<file path="src/rtl/mips_pkg.sv">
// Shared pipeline definitions: fetch vectors, word-alignment mask and the
// next-PC source encoding used by the PC generation stage.
package mips_pkg;

    localparam logic [31:0] RESET_VECTOR_DEF = 32'h0000_0000;
    localparam logic [31:0] EXC_VECTOR_DEF   = 32'h0000_0080;
    localparam logic [31:0] WORD_ALIGN       = 32'hFFFF_FFFC;

    typedef enum logic [2:0] {
        SEL_HOLD,
        SEL_SEQ,
        SEL_BR,
        SEL_JMP,
        SEL_PEND,
        SEL_EXC
    } npc_sel_t;

    function automatic logic misaligned(input logic [31:0] addr);
        return |addr[1:0];
    endfunction

endpackage

</file>
<file path="src/rtl/pc_gen_if.sv">
// Control and address bundle between the pipeline (master) and the PC
// generation stage (slave).
interface pc_gen_if;

    logic        Stall;
    logic        Flush;
    logic        BranchTaken;
    logic [31:0] BranchTarget;
    logic        Jump;
    logic [31:0] JumpTarget;
    logic        Exception;
    logic [31:0] IAddr;
    logic [31:0] PC;
    logic [31:0] FetchedPC;
    logic        RedirPending;
    logic        AlignErr;

    modport master (
        output Stall, Flush, BranchTaken, BranchTarget, Jump, JumpTarget, Exception,
        input  IAddr, PC, FetchedPC, RedirPending, AlignErr
    );

    modport slave (
        input  Stall, Flush, BranchTaken, BranchTarget, Jump, JumpTarget, Exception,
        output IAddr, PC, FetchedPC, RedirPending, AlignErr
    );

endinterface

</file>
<file path="src/rtl/pc_redirect_buf.sv">
// Single-entry holding register for a redirect target that arrived while the
// pipeline was stalled; clear beats load beats consume.
module pc_redirect_buf (
    input  logic        Clk,
    input  logic        Reset,
    input  logic        i_load,
    input  logic        i_clear,
    input  logic        i_consume,
    input  logic [31:0] i_target,
    output logic [31:0] o_target,
    output logic        o_valid
);

    logic [31:0] r_target;
    logic        r_valid;

    always_ff @(posedge Clk) begin
        if (Reset || i_clear) begin
            r_target <= '0;
            r_valid  <= 1'b0;
        end else if (i_load) begin
            // A later redirect in the same stall simply replaces the earlier one.
            r_target <= i_target;
            r_valid  <= 1'b1;
        end else if (i_consume) begin
            r_valid  <= 1'b0;
        end
    end

    assign o_target = r_target;
    assign o_valid  = r_valid;

endmodule

</file>
<file path="src/rtl/pc_gen.sv">
// Program-counter generation: priority next-PC select, fetch PC register and
// the PC of the word currently handed to decode (one cycle behind PC).
module pc_gen
    import mips_pkg::*;
#(
    parameter logic [31:0] RESET_VECTOR = RESET_VECTOR_DEF,
    parameter logic [31:0] EXC_VECTOR   = EXC_VECTOR_DEF
) (
    input logic     Clk,
    input logic     Reset,
    pc_gen_if.slave bus
);

    logic [31:0] r_pc;
    logic [31:0] r_fetched_pc;
    logic        r_align_err;

    npc_sel_t    w_sel;
    logic [31:0] w_pc_next;
    logic [31:0] w_fetched_next;
    logic        w_redirect;
    logic [31:0] w_redir_target;
    logic        w_pend_valid;
    logic [31:0] w_pend_target;
    logic        w_buf_load;
    logic        w_buf_consume;
    logic        w_align_next;

    assign w_redirect     = bus.BranchTaken | bus.Jump;
    assign w_redir_target = bus.BranchTaken ? bus.BranchTarget : bus.JumpTarget;

    always_comb begin
        w_sel = SEL_SEQ;
        if (bus.Exception)
            w_sel = SEL_EXC;
        else if (bus.Flush)
            w_sel = SEL_HOLD;
        else if (bus.BranchTaken && !bus.Stall)
            w_sel = SEL_BR;
        else if (bus.Jump && !bus.Stall)
            w_sel = SEL_JMP;
        else if (w_pend_valid && !bus.Stall)
            w_sel = SEL_PEND;
        else if (bus.Stall)
            w_sel = SEL_HOLD;
    end

    // The delay-slot word is already in flight, so redirects keep FetchedPC<=PC.
    always_comb begin
        w_pc_next      = r_pc;
        w_fetched_next = r_fetched_pc;
        case (w_sel)
            SEL_EXC: begin
                w_pc_next      = EXC_VECTOR;
                w_fetched_next = '0;
            end
            SEL_BR: begin
                w_pc_next      = bus.BranchTarget & WORD_ALIGN;
                w_fetched_next = r_pc;
            end
            SEL_JMP: begin
                w_pc_next      = bus.JumpTarget & WORD_ALIGN;
                w_fetched_next = r_pc;
            end
            SEL_PEND: begin
                w_pc_next      = w_pend_target & WORD_ALIGN;
                w_fetched_next = r_pc;
            end
            SEL_SEQ: begin
                w_pc_next      = r_pc + 32'd4;
                w_fetched_next = r_pc;
            end
            SEL_HOLD: begin
                if (bus.Flush) begin
                    w_pc_next      = RESET_VECTOR;
                    w_fetched_next = '0;
                end
            end
            default: begin
                w_pc_next      = r_pc;
                w_fetched_next = r_fetched_pc;
            end
        endcase
    end

    // A redirect is accepted either by steering the PC or by being buffered.
    assign w_buf_load    = !bus.Exception && !bus.Flush && bus.Stall && w_redirect;
    assign w_buf_consume = (w_sel == SEL_PEND) || (w_sel == SEL_BR) || (w_sel == SEL_JMP);
    assign w_align_next  = !bus.Exception && !bus.Flush && w_redirect && misaligned(w_redir_target);

    pc_redirect_buf u_redirect_buf (
        .Clk       (Clk),
        .Reset     (Reset),
        .i_load    (w_buf_load),
        .i_clear   (bus.Exception),
        .i_consume (w_buf_consume),
        .i_target  (w_redir_target),
        .o_target  (w_pend_target),
        .o_valid   (w_pend_valid)
    );

    always_ff @(posedge Clk) begin
        if (Reset) begin
            r_pc         <= RESET_VECTOR;
            r_fetched_pc <= '0;
            r_align_err  <= 1'b0;
        end else begin
            r_pc         <= w_pc_next;
            r_fetched_pc <= w_fetched_next;
            r_align_err  <= w_align_next;
        end
    end

    assign bus.IAddr        = r_pc;
    assign bus.PC           = r_pc;
    assign bus.FetchedPC    = r_fetched_pc;
    assign bus.RedirPending = w_pend_valid;
    assign bus.AlignErr     = r_align_err;

endmodule

</file>
<file path="src/flat_wrapper.sv">
// flat-port wrapper written by rule: the top's interface ports become plain ports
module pc_gen_flat import mips_pkg::*;
#(
    parameter logic [31:0] RESET_VECTOR = RESET_VECTOR_DEF,
    parameter logic [31:0] EXC_VECTOR   = EXC_VECTOR_DEF
)
  (Clk, Reset, bus_Stall, bus_Flush, bus_BranchTaken, bus_BranchTarget, bus_Jump, bus_JumpTarget, bus_Exception, bus_IAddr, bus_PC, bus_FetchedPC, bus_RedirPending, bus_AlignErr);
  pc_gen_if bus_i ();
  input logic Clk;
  input logic Reset;
  input wire logic [$bits(bus_i.Stall)-1:0] bus_Stall;
  input wire logic [$bits(bus_i.Flush)-1:0] bus_Flush;
  input wire logic [$bits(bus_i.BranchTaken)-1:0] bus_BranchTaken;
  input wire logic [$bits(bus_i.BranchTarget)-1:0] bus_BranchTarget;
  input wire logic [$bits(bus_i.Jump)-1:0] bus_Jump;
  input wire logic [$bits(bus_i.JumpTarget)-1:0] bus_JumpTarget;
  input wire logic [$bits(bus_i.Exception)-1:0] bus_Exception;
  output wire logic [$bits(bus_i.IAddr)-1:0] bus_IAddr;
  output wire logic [$bits(bus_i.PC)-1:0] bus_PC;
  output wire logic [$bits(bus_i.FetchedPC)-1:0] bus_FetchedPC;
  output wire logic [$bits(bus_i.RedirPending)-1:0] bus_RedirPending;
  output wire logic [$bits(bus_i.AlignErr)-1:0] bus_AlignErr;
  assign bus_i.Stall = bus_Stall;
  assign bus_i.Flush = bus_Flush;
  assign bus_i.BranchTaken = bus_BranchTaken;
  assign bus_i.BranchTarget = bus_BranchTarget;
  assign bus_i.Jump = bus_Jump;
  assign bus_i.JumpTarget = bus_JumpTarget;
  assign bus_i.Exception = bus_Exception;
  assign bus_IAddr = bus_i.IAddr;
  assign bus_PC = bus_i.PC;
  assign bus_FetchedPC = bus_i.FetchedPC;
  assign bus_RedirPending = bus_i.RedirPending;
  assign bus_AlignErr = bus_i.AlignErr;
  pc_gen #(.RESET_VECTOR(RESET_VECTOR), .EXC_VECTOR(EXC_VECTOR)) u_core (.Clk(Clk), .Reset(Reset), .bus(bus_i));
endmodule
</file>
<file path="config.mk">
export PLATFORM = sky130hd
export DESIGN_NAME = pc_gen_flat
export DESIGN_NICKNAME = d
export VERILOG_FILES = /design/src/rtl/mips_pkg.sv /design/src/rtl/pc_gen_if.sv /design/src/rtl/pc_redirect_buf.sv /design/src/rtl/pc_gen.sv /design/src/flat_wrapper.sv
export SDC_FILE = /design/constraint.sdc
export NUM_CORES = 1
export LEC_CHECK = 0
export ABC_AREA = 1
export CAP_MARGIN = 20
export CORE_UTILIZATION = 40
export CTS_CLUSTER_DIAMETER = 150
export DETAILED_ROUTE_END_ITERATION = 10
export GPL_TIMING_DRIVEN = 0
export PLACE_DENSITY = 0.73
export SETUP_SLACK_MARGIN = 0.1
export SYNTH_ARGS = -nofsm -noshare
export SYNTH_HDL_FRONTEND = slang
export SYNTH_SLANG_ARGS = --single-unit
</file>
<file path="constraint.sdc">
create_clock -name Clk -period 2.9 [get_ports Clk]
set_input_delay 0.87 -clock Clk [delete_from_list [all_inputs] [get_ports Clk]]
set_output_delay 0.87 -clock Clk [all_outputs]
set_load 0.03 [all_outputs]
</file>
==> results.json, run 1 <==
{
  "num_vias": 6193,
  "setup_tns_ps": 0,
  "hold_path_depth": 2,
  "grt_pass1_vias": 5566,
  "rsz0062_at_grt": "false",
  "pwr_density_cell_nw_per_um2": 382.9,
  "cts_tree": "yes",
  "ioPinCount": 169,
  "routedWlPerCell_um": 14.15,
  "drive_above_1_share": 0.08248,
  "avgSynthCellArea_um2": 6.129,
  "hp-class": "reg -> reg",
  "cts_buffers": 9,
  "worstPathRequired_ps": 2030,
  "grt_usage": 0.2546,
  "dr.pass1.iters": 5,
  "ir_drop_v": 0.0002613,
  "drc": 0,
  "die-width_um": 119.4,
  "synth.area.top_cells": "dfxtp_1 (33%), nand2_1 (21%), a21oi_1 (6.6%), nor2_1 (6.5%), inv_1 (6.0%)",
  "cp-start-kind": "flip-flop",
  "finClkSkew_ps": 6.870,
  "synth.ff_latch_count": 92,
  "cts_max_level": 3,
  "worst_slack_ps": 314.7,
  "cellLeakagePower_uw": 0.003226,
  "cts_sinks": 92,
  "max_freq_ghz": 0.3868,
  "path_class": "reg -> out",
  "ant_nets": 0,
  "holdBufCountCts": 0,
  "coreArea_um2": 13350,
  "netlist_instances": 899,
  "synth_top_cell_area_share": 0.3342,
  "place_hpwl_mm": 13.48,
  "final_max_slew_viol_count": 0,
  "final.min_clock_period_ps": 2585,
  "rr_endpoint": "u_core.bus.IAddr[14]$_SDFFE_PP0P_",
  "gp_congestion": 0.9499,
  "ctsResizeCount": 0,
  "relSlewSlack": 0.5984,
  "outcome": "finished, final reports clean",
  "insertion_delay_ps": 350,
  "post-cts-setup-buffer-count": 0,
  "dr.first_iter.drc_count": 450,
  "ff2ff_path_depth": 10,
  "synth.largest_area_cell": "dfxtp_1",
  "worst_setup_path_end_kind": "output port",
  "antenna_found_initial": 0,
  "vias_per_cell": 4.935,
  "hp-start": "u_core.u_redirect_buf.o_target[6]$_SDFFE_PP0P_",
  "grt_pass1_wl_mm": 28.55,
  "setup_viol": 0,
  "whs_endpoint": "u_core.u_redirect_buf.o_target[6]$_SDFFE_PP0P_",
  "yosys_warnings": 0,
  "die_y_um": 119.4,
  "ys_seq_area_frac": 0.3342,
  "cp_max_fo": 8,
  "io_buffers": 160,
  "worst_slew_pin_slew_ps": 600.2,
  "r2r_setup_slack_ps": 800,
  "rows": 42,
  "syn_area_um2": 5510,
  "grt_overflow": 0,
  "arrival_ps": 1720,
  "maxCapViolCount": 0,
  "yosys.cell_types.count": 35,
  "place_ws_ps": 28.12,
  "initial_core_util": 0.4128,
  "fin_util": 0.5735,
  "grt_max_degree": 14,
  "area_growth_pct": 38.92,
  "final_nets": 1147,
  "die-area_um2": 14250,
  "clk_path_buf_depth": 2,
  "clk_pin_slew_ps": 60,
  "diodes": 0,
  "finalCritPeriodShare": 0.8915,
  "routed_wl_mm": 17.75,
  "hold_viol": 0,
  "crit-reg2reg-launch": "u_core.bus.IAddr[2]$_SDFFE_PP0P_",
  "cts-root-buf": "clkbuf_16"
}
[stage by stage]
step / total power, uW / std cells / instance area (um2) / hold slack (ps)
after floorplan: 1539 / 904 / 5529 / 427.1
after global placement: 1738 / 1240 / 7351 / 440.0
after detailed placement: 1741 / 1240 / 7351 / 443.2
after CTS: 2936 / 1255 / 7655 / 452.7
after global routing: 3027 / 1255 / 7655 / 471.6
final: 2931 / 1255 / 7655 / 451.5
[sequential cells by signal, summed over array words and instances (netlist names)]
| name | count |
|---|---|
| u_core.u_redirect_buf.o_target | 30 |
| u_core.bus.IAddr | 30 |
| u_core.bus.FetchedPC | 30 |
| u_core.u_redirect_buf.o_valid | 1 |
| u_core.bus.AlignErr | 1 |
[Yosys cell counts]
cell type	instances
o21ai_1	6
xnor2_1	1
buf_6	3
nand3b_1	2
inv_2	5
nor2_1	96
nor2_8	1
clkbuf_1	18
nand3_2	1
buf_1	2
clkinv_1	2
nor2_4	1
xor2_1	5
o211ai_1	1
buf_4	43
a31oi_1	15
nor3_1	3
a21oi_1	73
nor2_2	6
o21ai_0	41
nand3_1	61
inv_1	88
nand4_1	5
nand4_4	1
conb_1	1
or2_2	3
dfxtp_1	92
o21bai_1	4
buf_2	8
nor4_1	1
nand4_2	1
nand3_4	1
nand2_2	2
ha_1	1
nand2_1	305
[power breakdown]
group / switching (uW) / internal [uW]
registers: 25.7 / 1280
logic: 227 / 183
clock network: 479 / 735
[cell families after synthesis]
family / after synthesis / synth area share
simple gates: 490 / 0.3701
other cells: 1 / 0.0006805
buf+inv: 169 / 0.1503
compound gates: 140 / 0.1328
xor+xnor: 6 / 0.009537
flops: 92 / 0.3342
fa+ha+maj: 1 / 0.002270
[layout by cell type, fill, tap and decap left out, types with 8 or more instances in the layout]
master,instances
nor2_1,96
clkbuf_1,20
dfxtp_1,92
buf_2,8
a21oi_1,73
nand3_1,61
nand2_1,305
inv_1,88
a31oi_1,15
clkdlybuf4s50_1,160
o21ai_0,41
buf_4,43
clkbuf_16,9
[critical path: stages, from the launching register on]
cell             delay (ps)
dfxtp_1                 540
buf_4                   170
clkdlybuf4s50_1         650
[layer usage]
metal	vias to the layer above	wire [um]	GRT usage
met1	2751	8244	0.3520
met3	33	1316	0.05651
li1	3141	-	-
met2	268	7774	0.3910
met4	0	419	0.08203
met5	-	0	0
[worst max-delay path by stage]
| stage | to | startpoint | slack [ps] |
|---|---|---|---|
| 2_1_floorplan | u_core.bus.IAddr[24]$_SDFFE_PP0P_ | bus_BranchTaken | 880 |
| 3_3_place_gp | u_core.bus.IAddr[24]$_SDFFE_PP0P_ | bus_Exception | 10 |
| 3_5_place_dp | u_core.bus.IAddr[29]$_SDFFE_PP0P_ | bus_Exception | 30 |
| 4_1_cts | bus_PC[4] | u_core.bus.IAddr[4]$_SDFFE_PP0P_ | 280 |
| 5_1_grt | u_core.bus.IAddr[29]$_SDFFE_PP0P_ | bus_Exception | 180 |
| 6_report | bus_PC[4] | u_core.bus.IAddr[4]$_SDFFE_PP0P_ | 310 |
[final cells by class]
type	count	area, um2
Timing Repair Buffer	160	1602
Tap cell	176	220.2
Buffer	74	471.7
Inverter	95	356.6
Sequential cell	92	1842
Fill cell	1333	5693
Clock buffer	14	274.0
Clock inverter	1	30.03
Multi-Input combinational cell	643	2859
(Power assumes the default switching activity.)
==> run 2: changes to the inputs <==
--- a/config.mk
+++ b/config.mk
@@ -7,6 +7,7 @@
 export LEC_CHECK = 0
 export ABC_AREA = 1
 export CAP_MARGIN = 20
+export CORE_MARGIN = 2
 export CORE_UTILIZATION = 40
 export CTS_CLUSTER_DIAMETER = 150
 export DETAILED_ROUTE_END_ITERATION = 10
==> results.json, run 2 (synthesis gave the netlist of run 1 again) <==
{
  "coreArea_um2": 13350,
  "die-width_um": 121.4,
  "final_common_cell": "nand2_1",
  "finalCritPeriodShare": 0.8998,
  "clk_path_buf_depth": 2,
  "rsz0062_at_grt": "false",
  "multiInputGateArea_um2": 2859,
  "io_buffers": 160,
  "final_max_slew_viol_count": 0,
  "cellLeakagePower_uw": 0.003208,
  "setup_viol": 0,
  "n_fill_cell": 1343,
  "worst_slew_pin_slew_ps": 639.3,
  "ir_drop_v": 0.0002775,
  "drive_above_1_share": 0.08256,
  "cts_sinks": 92,
  "grt_overflow": 0,
  "slowest_stage": "clkdlybuf4s50_1",
  "pwr_density_cell_nw_per_um2": 365.8,
  "post-cts-setup-buffer-count": 0,
  "regArea_um2": 1842,
  "place_hpwl_mm": 13.67,
  "cp_max_fo": 8,
  "worst_setup_path_end_kind": "output port",
  "crit_chain": "buf_4 > clkdlybuf4s50_1",
  "cp-start-kind": "flip-flop",
  "grt_usage": 0.2443,
  "final_cell_mix": "nand2_1 (305), clkdlybuf4s50_1 (160), nor2_1 (96)",
  "cts_buffers": 9,
  "routed_wl_mm": 17.84,
  "drc": 0,
  "cts_max_level": 3,
  "worstPathRequired_ps": 2030,
  "finClkSkew_ps": 9.348,
  "grtUsageMet3": 0.05122,
  "met2_usage": 0.3897,
  "area_growth_pct": 38.08,
  "gp_congestion": 0.9418,
  "die-area_um2": 14730,
  "maxCapViolCount": 0,
  "fin_util": 0.5700,
  "vias_per_cell": 4.861,
  "dr.pass1.iters": 5,
  "ant_nets": 0,
  "cts_tree": "yes",
  "hp-class": "reg -> reg",
  "grt_util_met1": 0.3326,
  "num_vias": 6096,
  "setup_tns_ps": 0,
  "initial_core_util": 0.4128,
  "cts-root-buf": "clkbuf_16",
  "holdBufCountCts": 0,
  "ioPinCount": 169,
  "antenna_found_initial": 0,
  "clk_pin_slew_ps": 60,
  "relSlewSlack": 0.5738,
  "max_stage_delay_ps": 650,
  "outcome": "finished, final reports clean",
  "stdcell_area_um2": 7609,
  "final_nets": 1147,
  "path_class": "reg -> out",
  "grt_pass1_wl_mm": 28.19,
  "dr.first_iter.drc_count": 464,
  "max_freq_ghz": 0.3832,
  "rows": 42,
  "final.min_clock_period_ps": 2609,
  "routedWlPerCell_um": 14.22,
  "hold_viol": 0,
  "grt_pass1_vias": 5471,
  "die_y_um": 121.4,
  "busiest_layer": "met2",
  "fin_cells": 1254,
  "grt_max_degree": 14,
  "arrival_ps": 1740,
  "diodes": 0,
  "insertion_delay_ps": 350,
  "place_inst": 1240,
  "ctsResizeCount": 0,
  "dpl_cell_area_um2": 7351
}
## run 2: cell count changes in the layout (fill, tap and decap cells not counted), sizes merged
cell	change
clkinv	+3
clkbuf	-3
bufinv	-1
## run 2: path summary, 6_finish.rpt
check                                                       from                                             end  slack [ps]  depth (start not counted)
setup reg to reg                u_core.bus.IAddr[2]$_SDFFE_PP0P_               u_core.bus.IAddr[14]$_SDFFE_PP0P_         850                         10
setup / recovery               u_core.bus.IAddr[14]$_SDFFE_PP0P_                                      bus_PC[14]         290                          2
hold / removal    u_core.u_redirect_buf.o_target[6]$_SDFFE_PP0P_  u_core.u_redirect_buf.o_target[6]$_SDFFE_PP0P_         450                          2
hold reg to reg   u_core.u_redirect_buf.o_target[6]$_SDFFE_PP0P_  u_core.u_redirect_buf.o_target[6]$_SDFFE_PP0P_         450                          2
## run 2: area by class of cell
cell class / instances / area share
multi-input combinational: 643 / 0.3758
sequential: 92 / 0.2421
timing repair buffer: 160 / 0.2105
buffer: 74 / 0.06200
inverter: 95 / 0.04687
clock buffer: 11 / 0.03190
tap: 176 / 0.02894
clock inverter: 3 / 0.001973
## run 2: stage by stage
stage	hold WS [ps]	power, uW	worst slack (ps)
2_1_floorplan	427.1	1539	880.3
3_3_place_gp	439.8	1739	-14.16
3_5_place_dp	444.0	1742	-3.668
4_1_cts	453.8	2785	278.2
5_1_grt	466.8	2876	188.5
6_report	451.7	2783	290.6
## run 2: worst max-delay path: cells and delay by family (launching register included)
kind | cells | cell delay (ps)
flops | 1 | 570
buf+inv | 2 | 830
## run 2: per-layer routing
metal / wire (um) / share of wire
met1: 7852 / 0.44
met2: 7925 / 0.44
met3: 1727 / 0.097
met4: 332 / 0.019
met5: 0 / 0
## run 2: power breakdown
group          total (uW)  switching [uW]  internal, uW  leakage, uW
clock                1070             475           590     0.000131
combinational         409             226           183      0.00233
sequential           1310            25.9          1280     0.000743
total                2780             728          2060      0.00321
